--- src/rtl/dbus_ctrl_pkg.sv ---
// Shared types for the memory-stage data-bus sequencer: access kinds, FSM
// states, bus size codes and the alignment rule.
package dbus_ctrl_pkg;

  typedef logic [31:0] word_t;

  typedef enum logic [3:0] {
    MEM_NONE,
    MEM_LB,
    MEM_LBU,
    MEM_LH,
    MEM_LHU,
    MEM_LW,
    MEM_SB,
    MEM_SH,
    MEM_SW
  } mem_t;

  typedef enum logic [1:0] {
    ST_IDLE,
    ST_REQ,
    ST_WAIT,
    ST_DONE
  } dbus_state_t;

  localparam logic [1:0] MSIZE1 = 2'd0;
  localparam logic [1:0] MSIZE2 = 2'd1;
  localparam logic [1:0] MSIZE4 = 2'd2;

  // Halfwords need an even address, words a 4-byte-aligned one.
  function automatic logic is_misaligned(input mem_t t, input logic [1:0] a);
    case (t)
      MEM_LH, MEM_LHU, MEM_SH: return a[0];
      MEM_LW, MEM_SW:          return a != 2'b00;
      default:                 return 1'b0;
    endcase
  endfunction

endpackage

--- src/rtl/dbus_ctrl_store_align.sv ---
// Combinational mapping of an access to bus size, byte strobes and
// lane-replicated store data; also used by the uncached path.
module store_align
  import dbus_ctrl_pkg::*;
(
  input  mem_t        type_i,
  input  logic [1:0]  addr_i,
  input  word_t       wdata_i,
  output logic [1:0]  size_o,
  output logic [3:0]  strobe_o,
  output word_t       data_o
);

  // NOTE: every output gets a default first so no path through the case infers a latch.
  always_comb begin
    size_o   = MSIZE1;
    strobe_o = 4'b0000;
    data_o   = '0;
    case (type_i)
      MEM_LB, MEM_LBU: size_o = MSIZE1;
      MEM_LH, MEM_LHU: size_o = MSIZE2;
      MEM_LW:          size_o = MSIZE4;
      MEM_SB: begin
        size_o   = MSIZE1;
        strobe_o = 4'b0001 << addr_i;
        data_o   = {4{wdata_i[7:0]}};
      end
      MEM_SH: begin
        size_o   = MSIZE2;
        strobe_o = addr_i[1] ? 4'b1100 : 4'b0011;
        data_o   = {2{wdata_i[15:0]}};
      end
      MEM_SW: begin
        size_o   = MSIZE4;
        strobe_o = 4'b1111;
        data_o   = wdata_i;
      end
      default: ;
    endcase
  end

endmodule

--- src/rtl/dbus_ctrl.sv ---
// Memory-stage data-bus sequencer: issues one load/store over the
// valid/addr_ok/data_ok handshake, stalls the stage and returns extended load data.
module dbus_ctrl
  import dbus_ctrl_pkg::*;
(
  input  logic        clk,
  input  logic        reset,
  input  logic        req_valid,
  input  mem_t        req_type,
  input  logic [31:0] req_addr,
  input  logic [31:0] req_wdata,
  input  logic        advance,
  input  logic        flush,
  output logic        stall,
  output logic        resp_valid,
  output logic [31:0] resp_rdata,
  output logic        misalign,
  output logic        dreq_valid,
  output logic [31:0] dreq_addr,
  output logic [1:0]  dreq_size,
  output logic [3:0]  dreq_strobe,
  output logic [31:0] dreq_data,
  input  logic        dresp_addr_ok,
  input  logic        dresp_data_ok,
  input  logic [31:0] dresp_data
);

  dbus_state_t state_q;
  mem_t        type_q;
  logic [31:0] addr_q;
  word_t       wdata_q;
  logic        kill_q;
  word_t       rdata_q;
  word_t       rdata_d;
  logic [7:0]  byte_sel;
  logic [15:0] half_sel;
  logic        issuable;
  logic        killed;

  assign misalign = is_misaligned(req_type, req_addr[1:0]);
  assign issuable = req_valid && (req_type != MEM_NONE) && !misalign;
  assign killed   = kill_q || flush;

  assign stall = !killed &&
                 ((state_q == ST_REQ) || (state_q == ST_WAIT) ||
                  ((state_q == ST_IDLE) && issuable));

  assign resp_valid = (state_q == ST_DONE);
  assign resp_rdata = rdata_q;
  assign dreq_valid = (state_q == ST_REQ);
  assign dreq_addr  = {addr_q[31:2], 2'b00};

  // Request fields come from the captured copy so they stay stable while the
  // stage's inputs move on.
  store_align u_store_align (
    .type_i   (type_q),
    .addr_i   (addr_q[1:0]),
    .wdata_i  (wdata_q),
    .size_o   (dreq_size),
    .strobe_o (dreq_strobe),
    .data_o   (dreq_data)
  );

  always_comb begin
    byte_sel = dresp_data[{addr_q[1:0], 3'b000} +: 8];
    half_sel = addr_q[1] ? dresp_data[31:16] : dresp_data[15:0];
    rdata_d  = '0;
    case (type_q)
      MEM_LB:  rdata_d = {{24{byte_sel[7]}}, byte_sel};
      MEM_LBU: rdata_d = {24'h0, byte_sel};
      MEM_LH:  rdata_d = {{16{half_sel[15]}}, half_sel};
      MEM_LHU: rdata_d = {16'h0, half_sel};
      MEM_LW:  rdata_d = dresp_data;
      default: rdata_d = '0;
    endcase
  end

  // NOTE: sequential state uses non-blocking assignments only; a later
  // assignment in the same cycle overrides an earlier one.
  always_ff @(posedge clk) begin
    if (reset) begin
      state_q <= ST_IDLE;
      type_q  <= MEM_NONE;
      addr_q  <= '0;
      wdata_q <= '0;
      kill_q  <= 1'b0;
      rdata_q <= '0;
    end else begin
      case (state_q)
        ST_IDLE: begin
          if (issuable && !flush) begin
            state_q <= ST_REQ;
            type_q  <= req_type;
            addr_q  <= req_addr;
            wdata_q <= req_wdata;
            kill_q  <= 1'b0;
          end
        end
        ST_REQ: begin
          // The bus forbids withdrawing a request, so a flush only marks it.
          if (flush) kill_q <= 1'b1;
          if (dresp_addr_ok) begin
            if (dresp_data_ok) begin
              if (killed) begin
                state_q <= ST_IDLE;
                kill_q  <= 1'b0;
              end else begin
                state_q <= ST_DONE;
                rdata_q <= rdata_d;
              end
            end else begin
              state_q <= ST_WAIT;
            end
          end
        end
        ST_WAIT: begin
          if (flush) kill_q <= 1'b1;
          if (dresp_data_ok) begin
            if (killed) begin
              state_q <= ST_IDLE;
              kill_q  <= 1'b0;
            end else begin
              state_q <= ST_DONE;
              rdata_q <= rdata_d;
            end
          end
        end
        ST_DONE: begin
          if (flush || advance) state_q <= ST_IDLE;
        end
        default: state_q <= ST_IDLE;
      endcase
    end
  end

endmodule

--- config.mk ---
export PLATFORM = sky130hd
export DESIGN_NAME = dbus_ctrl
export DESIGN_NICKNAME = d
export VERILOG_FILES = /design/src/rtl/dbus_ctrl_pkg.sv /design/src/rtl/dbus_ctrl_store_align.sv /design/src/rtl/dbus_ctrl.sv
export SDC_FILE = /design/constraint.sdc
export NUM_CORES = 1
export LEC_CHECK = 0
export ABC_AREA = 1
export CAP_MARGIN = 20
export CORE_AREA = 2 2 107 135
export DETAILED_ROUTE_END_ITERATION = 8
export DIE_AREA = 0 0 109 137
export GPL_TIMING_DRIVEN = 0
export PLACE_DENSITY = 0.77
export SLEW_MARGIN = 20
export SYNTH_ARGS = -nofsm -noshare
export SYNTH_HDL_FRONTEND = slang
export SYNTH_SLANG_ARGS = --single-unit
export TNS_END_PERCENT = 1
--- constraint.sdc ---
create_clock -name clk -period 2.5 [get_ports clk]
set_input_delay 0.5 -clock clk [delete_from_list [all_inputs] [get_ports clk]]
set_output_delay 0.5 -clock clk [all_outputs]
set_load 0.01 [all_outputs]
After elaboration in Yosys (flattened, before gate mapping)
Cells that the tools add are included.
- flip-flop bits (word level): 103
- output and inout port bits: 106
- input port bits: 107
- reductions and logical operators: 25
- muxes and demuxes: 24
- shift-type cells: 2
- eq/ne operators: 20
- operators by type and width (kind ; number):
    $pmux 32 s5 ; 1
    $mux 32 ; 3
    $pmux 32 s3 ; 1
    $pmux 32 s2 ; 1
    $shiftx 32x6->8 ; 1
    $eq 4x3->1 const B ; 7
    $mux 16 ; 1
    $eq 4x2->1 const B ; 3
    $mux 2 ; 6
    $pmux 4 s3 ; 1
    $eq 4x4->1 const B ; 2
    $pmux 2 s4 ; 1
    $ne 2x1->1 const B ; 3
    $reduce_and 2->1 ; 3
    $reduce_or 3->1 ; 2
    $logic_and 1x1->1 ; 5
    $mux 1 ; 5
    $eq 2x2->1 const B ; 2
    $eq 4x1->1 const B ; 1
    $logic_or 1x1->1 ; 4
    $mux 4 ; 1
    $pmux 2 s2 ; 1
    $reduce_and 4->1 ; 1
    $reduce_bool 2->1 ; 2
    10 further kinds ; 13

Depth between registers and ports, before layout
Gate-level depths: netlist of the first run.
- depth after elaboration: 8
- depth in mapped cells: 13
- depth with buffers taken out: 12

Hierarchy
From an unflattened synthesis of the first run, not the netlist that was laid out.
- cells, all modules: 820
- area, all modules: 5517.8 um2
- modules (own cells, without submodules) (module ; area each (um2) ; cells an instance ; times used):
    dbus_ctrl ; 4805.9 ; 698 ; 1
    store_align ; 711.9 ; 122 ; 1

Worst setup path after synthesis of the first run
OpenSTA, ideal clock, no wires.
- path kind: reg2out
- start point: register type_q[1]
- end point: output dreq_data[19]
- path buffers: 1
- required time: 2.000 ns
- slack: 0.694 ns
- stages on the path, launching flop included: 7
- data arrival time: 1.306 ns
- cell sequence: dfxtp_1 -> inv_1 -> nand2_1 -> nor3_2 -> clkbuf_1 -> nand2_1 -> o21ai_0
- cells in the longest elaborated chain, start to end: 2
- ends and longest elaborated chain (element ; RTL line ; text):
    from (decl) ; dbus_ctrl.sv:29 ; mem_t type_q;
    from (signal assigned) ; dbus_ctrl.sv:93 ; type_q <= req_type;
    $eq 4x4->1 or $eq 4x3->1 (tied branches) ; dbus_ctrl_store_align.sv:19 ; case (type_i)
    $pmux 32 s3 (*) ; dbus_ctrl_store_align.sv:19 ;
    to (decl) ; dbus_ctrl.sv:22 ; output logic [31:0] dreq_data,
Mark *: on every way between the ends. The rest lies on a longest branch, timed or not.

Worst setup path after layout of the first run
- start point: register type_q[1]
- end point: output dreq_strobe[0]
- cells in the longest elaborated chain, start to end: 2
- ends and longest elaborated chain (element ; RTL line ; text):
    $eq 4x4->1 or $eq 4x3->1 (tied branches) ; dbus_ctrl_store_align.sv:19 ;
    $pmux 4 s3 (*) ; dbus_ctrl_store_align.sv:19 ;
    to (decl) ; dbus_ctrl.sv:21 ; output logic [3:0] dreq_strobe,
Marks and branches as above.

==> results_dict.tcl, run 1 <==
set metrics [dict create \
    status "completed" \
    die_w_um 109 \
    period_share_pct 97.7 \
    cts.sinks 103 \
    switching_power_uw 1880 \
    layout-drive-gt1-share_pct 10.0 \
    clk_pin_slew_worst_paths_ps 70 \
    ys_types 30 \
    h-tree-depth 3 \
    relSlewSlack_pct 62.9 \
    via_count 6002 \
    start_util_pct 39.4 \
    place_area_sq_mm 0.00769 \
    power_frac_seq_pct 37.5 \
    internal_power_uw 3450 \
    gp_congestion 0.950 \
    switching_share_pct 35.3 \
    first_pass_iters 6 \
    grt_pass1_vias 5829 \
    setup_violations 0 \
    combPwrFrac_pct 37.4 \
    drv_cap 0 \
    ys_seq_area_share_pct 38.4 \
    clkLatencyLatePin_ps 350 \
    cp-end-kind "output pin" \
    wl_um 17800 \
    grt_pass1_wl_um 28100 \
    syn_avg_cell_area_sq_um 6.51 \
    p_per_area_mw_per_mm2 660 \
    worstPathArrival_ps 1940 \
    hold_violations 0 \
    crit_start "type_q[1]$_SDFFE_PP0P_" \
    hold_ws_ps 466 \
    timing.setup.tns_ps 0 \
    hold_class "register to register" \
    die_area_sq_mm 0.0149 \
    synthesis.area_sq_mm 0.00537 \
    worstSetupPathType "register to output pin" \
    worstHoldStart "resp_rdata[11]$_SDFFE_PP0P_" \
    clockBufferDepth 2 \
    synth-seq-cells 103 \
    required_ps 2000 \
    rr_startpoint "state_q[1]$_SDFFE_PP0P_" \
    portBuffers 209 \
    syn_to_final_growth_pct 50.1 \
    detail-route-antenna-nets 0 \
    final.setup_skew_ps 5.93 \
    rows 48 \
    drc_errors 0 \
    vias_per_cell 4.86 \
    grt_max_degree 18 \
    pin_count 213 \
    worstSetupStartpointType "register" \
    min_period_ps 2440 \
    yosysWarningCount 0 \
    ir_drop_mv 0.387 \
    drtIter0Drc 324 \
    design_area_sq_mm 0.00807 \
    numCtsBuffers 9 \
    maxSlewViolCount 0 \
    clkPwrFrac_pct 25.1 \
    p_leak_uw 0.00364 \
    antenna_found_initial 3 \
    cts_tree "done" \
    hpwl_um 14000 \
    total_power_uw 5330 \
    worst_pin_slew_ps 554 \
    fmax_mhz 410 \
    clockRootBuffer "clkbuf_16" \
    path_max_fanout 5 \
    grt-ovfl-total 0 \
    core_area_sq_mm 0.0136 \
    fp.dieH_um 137 \
    hold_buffers 0 \
    fin_nets 1164 \
    wl_per_cell_um 14.5 \
    grt_use_total_pct 24.2 \
    postSynthCellCount 826 \
]
-- sequential cells by signal, summed over array words and instances (netlist names) --
| signal | count |
|---|---|
| state_q | 2 |
| resp_rdata | 32 |
| kill_q | 1 |
| addr_q | 32 |
| type_q | 4 |
| wdata_q | 32 |
-- power groups by stage --
stage | clock network (uW) | registers (uW) | logic (uW)
CTS | 1360 | 2000 | 1980
global route | 1410 | 2030 | 2220
global placement | 0 | 2020 | 1940
finish | 1340 | 2000 | 1990
floorplan | 0 | 2000 | 1200
detailed placement | 0 | 2030 | 1970
-- cell type report --
type                       count  area (sq um)
clock inverter                 5          42.5
inverter                      56           219
clock buffer                  10           229
timing repair buffer         216          2130
tap                          175           219
multi-input combinational    592          2670
antenna                        3          7.51
buffer                        75           485
fill                        1338          5570
sequential                   103          2060
-- what timing repair did --
action	4_1_cts	5_1_grt
resized for setup	50	36
pin swaps	1	1
endpoints found under the setup margin	39	36
setup buffers	3	4
cloned	0	0
-- cell usage in the layout, fill, tap and decap left out, types with 15 or more instances in the layout --
cell type,netlist,final
clkdlybuf4s50_1,0,166
buf_2,15,16
inv_1,54,51
o211ai_1,18,18
o21ai_0,99,96
nand3_1,41,41
nor2_1,169,163
dlymetal6s2s_1,0,15
dlygate4sd2_1,0,21
a21oi_1,38,37
clkbuf_1,23,20
buf_4,32,39
nand2_1,192,189
dfxtp_1,103,102
-- layer usage --
layer  vias to the layer above  global-route usage [%]  wire (um)
met5                         -                       0          0
met4                         0                    9.26        466
met3                        34                    6.86       1540
met2                       230                    43.4       8990
met1                      2658                    26.7       6860
li1                       3080                       -          -
-- through the flow --
| stage | util [%] | cells | worst slack (ps) |
|---|---|---|---|
| floorplan | - | 827 | 694 |
| global placement | 56.4 | 1211 | -365 |
| detailed placement | 56.4 | 1211 | -382 |
| CTS | 58.6 | 1228 | -206 |
| global route | 59.2 | 1234 | -16.3 |
| finish | 59.2 | 1235 | 58.4 |
-- cells in the mapped netlist --
master / instances / area share (%)
nand2_2: 3 / 0.35
o21ai_0: 99 / 9.2
a221oi_1: 1 / 0.16
inv_1: 54 / 3.8
inv_4: 1 / 0.12
buf_6: 6 / 1.3
dfxtp_1: 103 / 38
o21ai_1: 9 / 0.84
nor3_2: 1 / 0.19
buf_4: 32 / 4.5
inv_2: 1 / 0.070
o211ai_1: 18 / 2.5
buf_2: 15 / 1.4
a21oi_1: 38 / 3.5
o21a_1: 1 / 0.14
or2_2: 2 / 0.23
o22ai_1: 3 / 0.35
nor2_1: 169 / 12
or2_1: 1 / 0.12
nor3_1: 1 / 0.093
nand2_1: 192 / 13
a31oi_1: 1 / 0.12
nand3_1: 41 / 3.8
nor2_4: 1 / 0.21
nand4_1: 2 / 0.23
nand3_4: 1 / 0.33
conb_1: 1 / 0.070
ha_1: 4 / 0.93
a22oi_1: 2 / 0.28
clkbuf_1: 23 / 1.6
-- critical path, cell delays in order, from the launching register on --
cell and delay (ps):
dfxtp_2 340, inv_1 100, nand2_1 110, nor3_4 280, buf_4 170, buf_4 110
a21oi_1 40, o21ai_0 150, clkdlybuf4s15_1 290
-- path summary, 6_finish.rpt --
| kind | slack [ps] | cells after the start | endpoint |
|---|---|---|---|
| worst min-delay path | 470 | 2 | resp_rdata[11]$_SDFFE_PP0P_ |
| worst min register to register | 470 | 2 | resp_rdata[11]$_SDFFE_PP0P_ |
| worst max-delay path | 60 | 8 | dreq_strobe[0] |
| worst max register to register | 370 | 9 | resp_rdata[12]$_SDFFE_PP0P_ |
-- kinds of logic after synthesis --
logic type / count (synthesis) / share of synthesized area [%]
other: 1 / 0.0698
and+or+nand+nor: 414 / 30.8
adders and majority gates: 4 / 0.931
buffers and inverters: 132 / 12.7
DFF: 103 / 38.4
AOI/OAI and AO/OA: 172 / 17.2
(Power assumes the default switching activity.)
==> inputs of run 2 (changes only) <==
- DONT_BUFFER_PORTS: unset -> 1
- PLACE_DENSITY: 0.77 -> 0.57
- SETUP_SLACK_MARGIN: unset -> 0.02
- SLEW_MARGIN: 20 -> unset
==> results_dict.tcl, run 2 (same netlist as run 1, synthesis figures left out) <==
set metrics [dict create \
    grt_pass1_vias 4847 \
    drtIter0Drc 253 \
    die_w_um 109 \
    maxSlewViolCount 0 \
    drc_errors 0 \
    worstHoldStart "req_addr[29]" \
    ir_drop_mv 0.507 \
    place_inst 1002 \
    wl_per_cell_um 16.2 \
    fin_nets 952 \
    fmax_mhz 432 \
    die_area_sq_mm 0.0149 \
    hold_ws_ps 294 \
    layout-drive-gt1-share_pct 10.2 \
    core_area_sq_mm 0.0136 \
    worstSetupStartpointType "register" \
    hpwl_um 13000 \
    first_pass_iters 4 \
    finalNonFillerCells 1020 \
    grt_max_degree 19 \
    hold_class "input pin to register" \
    clockBufferDepth 2 \
    final.setup_skew_ps 3.77 \
    grt-ovfl-total 0 \
    status "completed" \
    clkLatencyLatePin_ps 350 \
    fp.dieH_um 137 \
    h-tree-depth 3 \
    final_cell_mix "192 x nand2_1, 167 x nor2_1, 103 x dfxtp_1, 99 x o21ai_0, 54 x inv_1" \
    required_ps 2000 \
    clockRootBuffer "clkbuf_16" \
    numCtsBuffers 9 \
    cts.sinks 103 \
    fillers 1525 \
    worst_pin_slew_ps 568 \
    pin_count 213 \
    relSlewSlack_pct 62.0 \
    grt_pass1_wl_um 25100 \
    p_leak_uw 0.00252 \
    path_max_fanout 8 \
    final_common_cell "nand2_1" \
    portBuffers 0 \
    drv_cap 0 \
    start_util_pct 39.4 \
    period_share_pct 92.5 \
    timing.setup.tns_ps 0 \
    rsz0062_at_grt "no" \
    cts_tree "done" \
    antenna_found_initial 0 \
    rr_startpoint "state_q[1]$_SDFFE_PP0P_" \
    multi_input_area_sq_mm 0.00265 \
    grt_use_total_pct 22.1 \
    worstPathArrival_ps 1810 \
    setup_violations 0 \
    vias_per_cell 5.07 \
    worstSetupPathType "register to output pin" \
    p_per_area_mw_per_mm2 828 \
    min_period_ps 2310 \
    seq_area_sq_mm 0.00206 \
    via_count 5168 \
    clk_pin_slew_worst_paths_ps 70 \
    gp_congestion 0.907 \
    rows 48 \
    detail-route-antenna-nets 0 \
    hold_violations 0 \
    wl_um 16500 \
    hold_buffers 0 \
    syn_to_final_growth_pct 10.0 \
    diodes 0 \
    crit_start "type_q[3]$_SDFFE_PP0P_" \
    cp-end-kind "output pin" \
]
## run 2: what timing repair did
| item | 4_1_cts | 5_1_grt |
|---|---|---|
| endpoints found under the setup margin | 32 | 30 |
| setup buffers | 0 | 3 |
| resized for setup | 4 | 3 |
| pin swaps | 0 | 1 |
## run 2: path summary, 6_finish.rpt
check                                                   end  cells past startpoint  slack [ps]
worst max-delay path                           dreq_data[8]                      7         190
worst min-delay path                addr_q[29]$_SDFFE_PP0P_                      2         290
worst max register to register  resp_rdata[11]$_SDFFE_PP0P_                      9         380
worst min register to register      addr_q[27]$_SDFFE_PP0P_                      2         480
## run 2: stage by stage
step	utilization, %	cell area (sq um)	setup WS (ps)	power, uW
after global routing	43.4	5910	15.8	5240
after floorplan	-	5380	694	3210
after global placement	41.1	5600	142	3560
after detailed placement	41.1	5600	115	3560
after CTS	43.2	5890	52.1	4940
final	43.4	5910	187	4890
## run 2: worst max-delay path, cell delays in order (launching register included)
cell and delay, ps:
dfxtp_1 320, inv_1 120, nand2_1 150, inv_1 100
nand2_1 140, inv_1 280, nand2_1 150, nand3_1 200
## run 2: power by group
| group | leakage, uW | switching (uW) | internal (uW) |
|---|---|---|---|
| registers | 0.000840 | 149 | 1860 |
| clock network | 0.000130 | 676 | 687 |
| logic | 0.00155 | 975 | 544 |
## run 2: routing by layer
layer  up-vias  track usage, %  routed length, um
met5         -               0                  0
met2       179            39.1               8250
li1       2645               -                  -
met1      2312            23.2               6180
met3        32            7.67               1500
met4         0            10.4                607
## run 2: final cells by class
| class | instances | area share (%) |
|---|---|---|
| Buffer | 76 | 8.00 |
| Clock inverter | 6 | 0.889 |
| Sequential cell | 103 | 34.9 |
| Tap cell | 175 | 3.70 |
| Multi-Input combinational cell | 592 | 44.7 |
| Clock buffer | 9 | 3.81 |
| Inverter | 56 | 3.60 |
| Timing Repair Buffer | 3 | 0.381 |
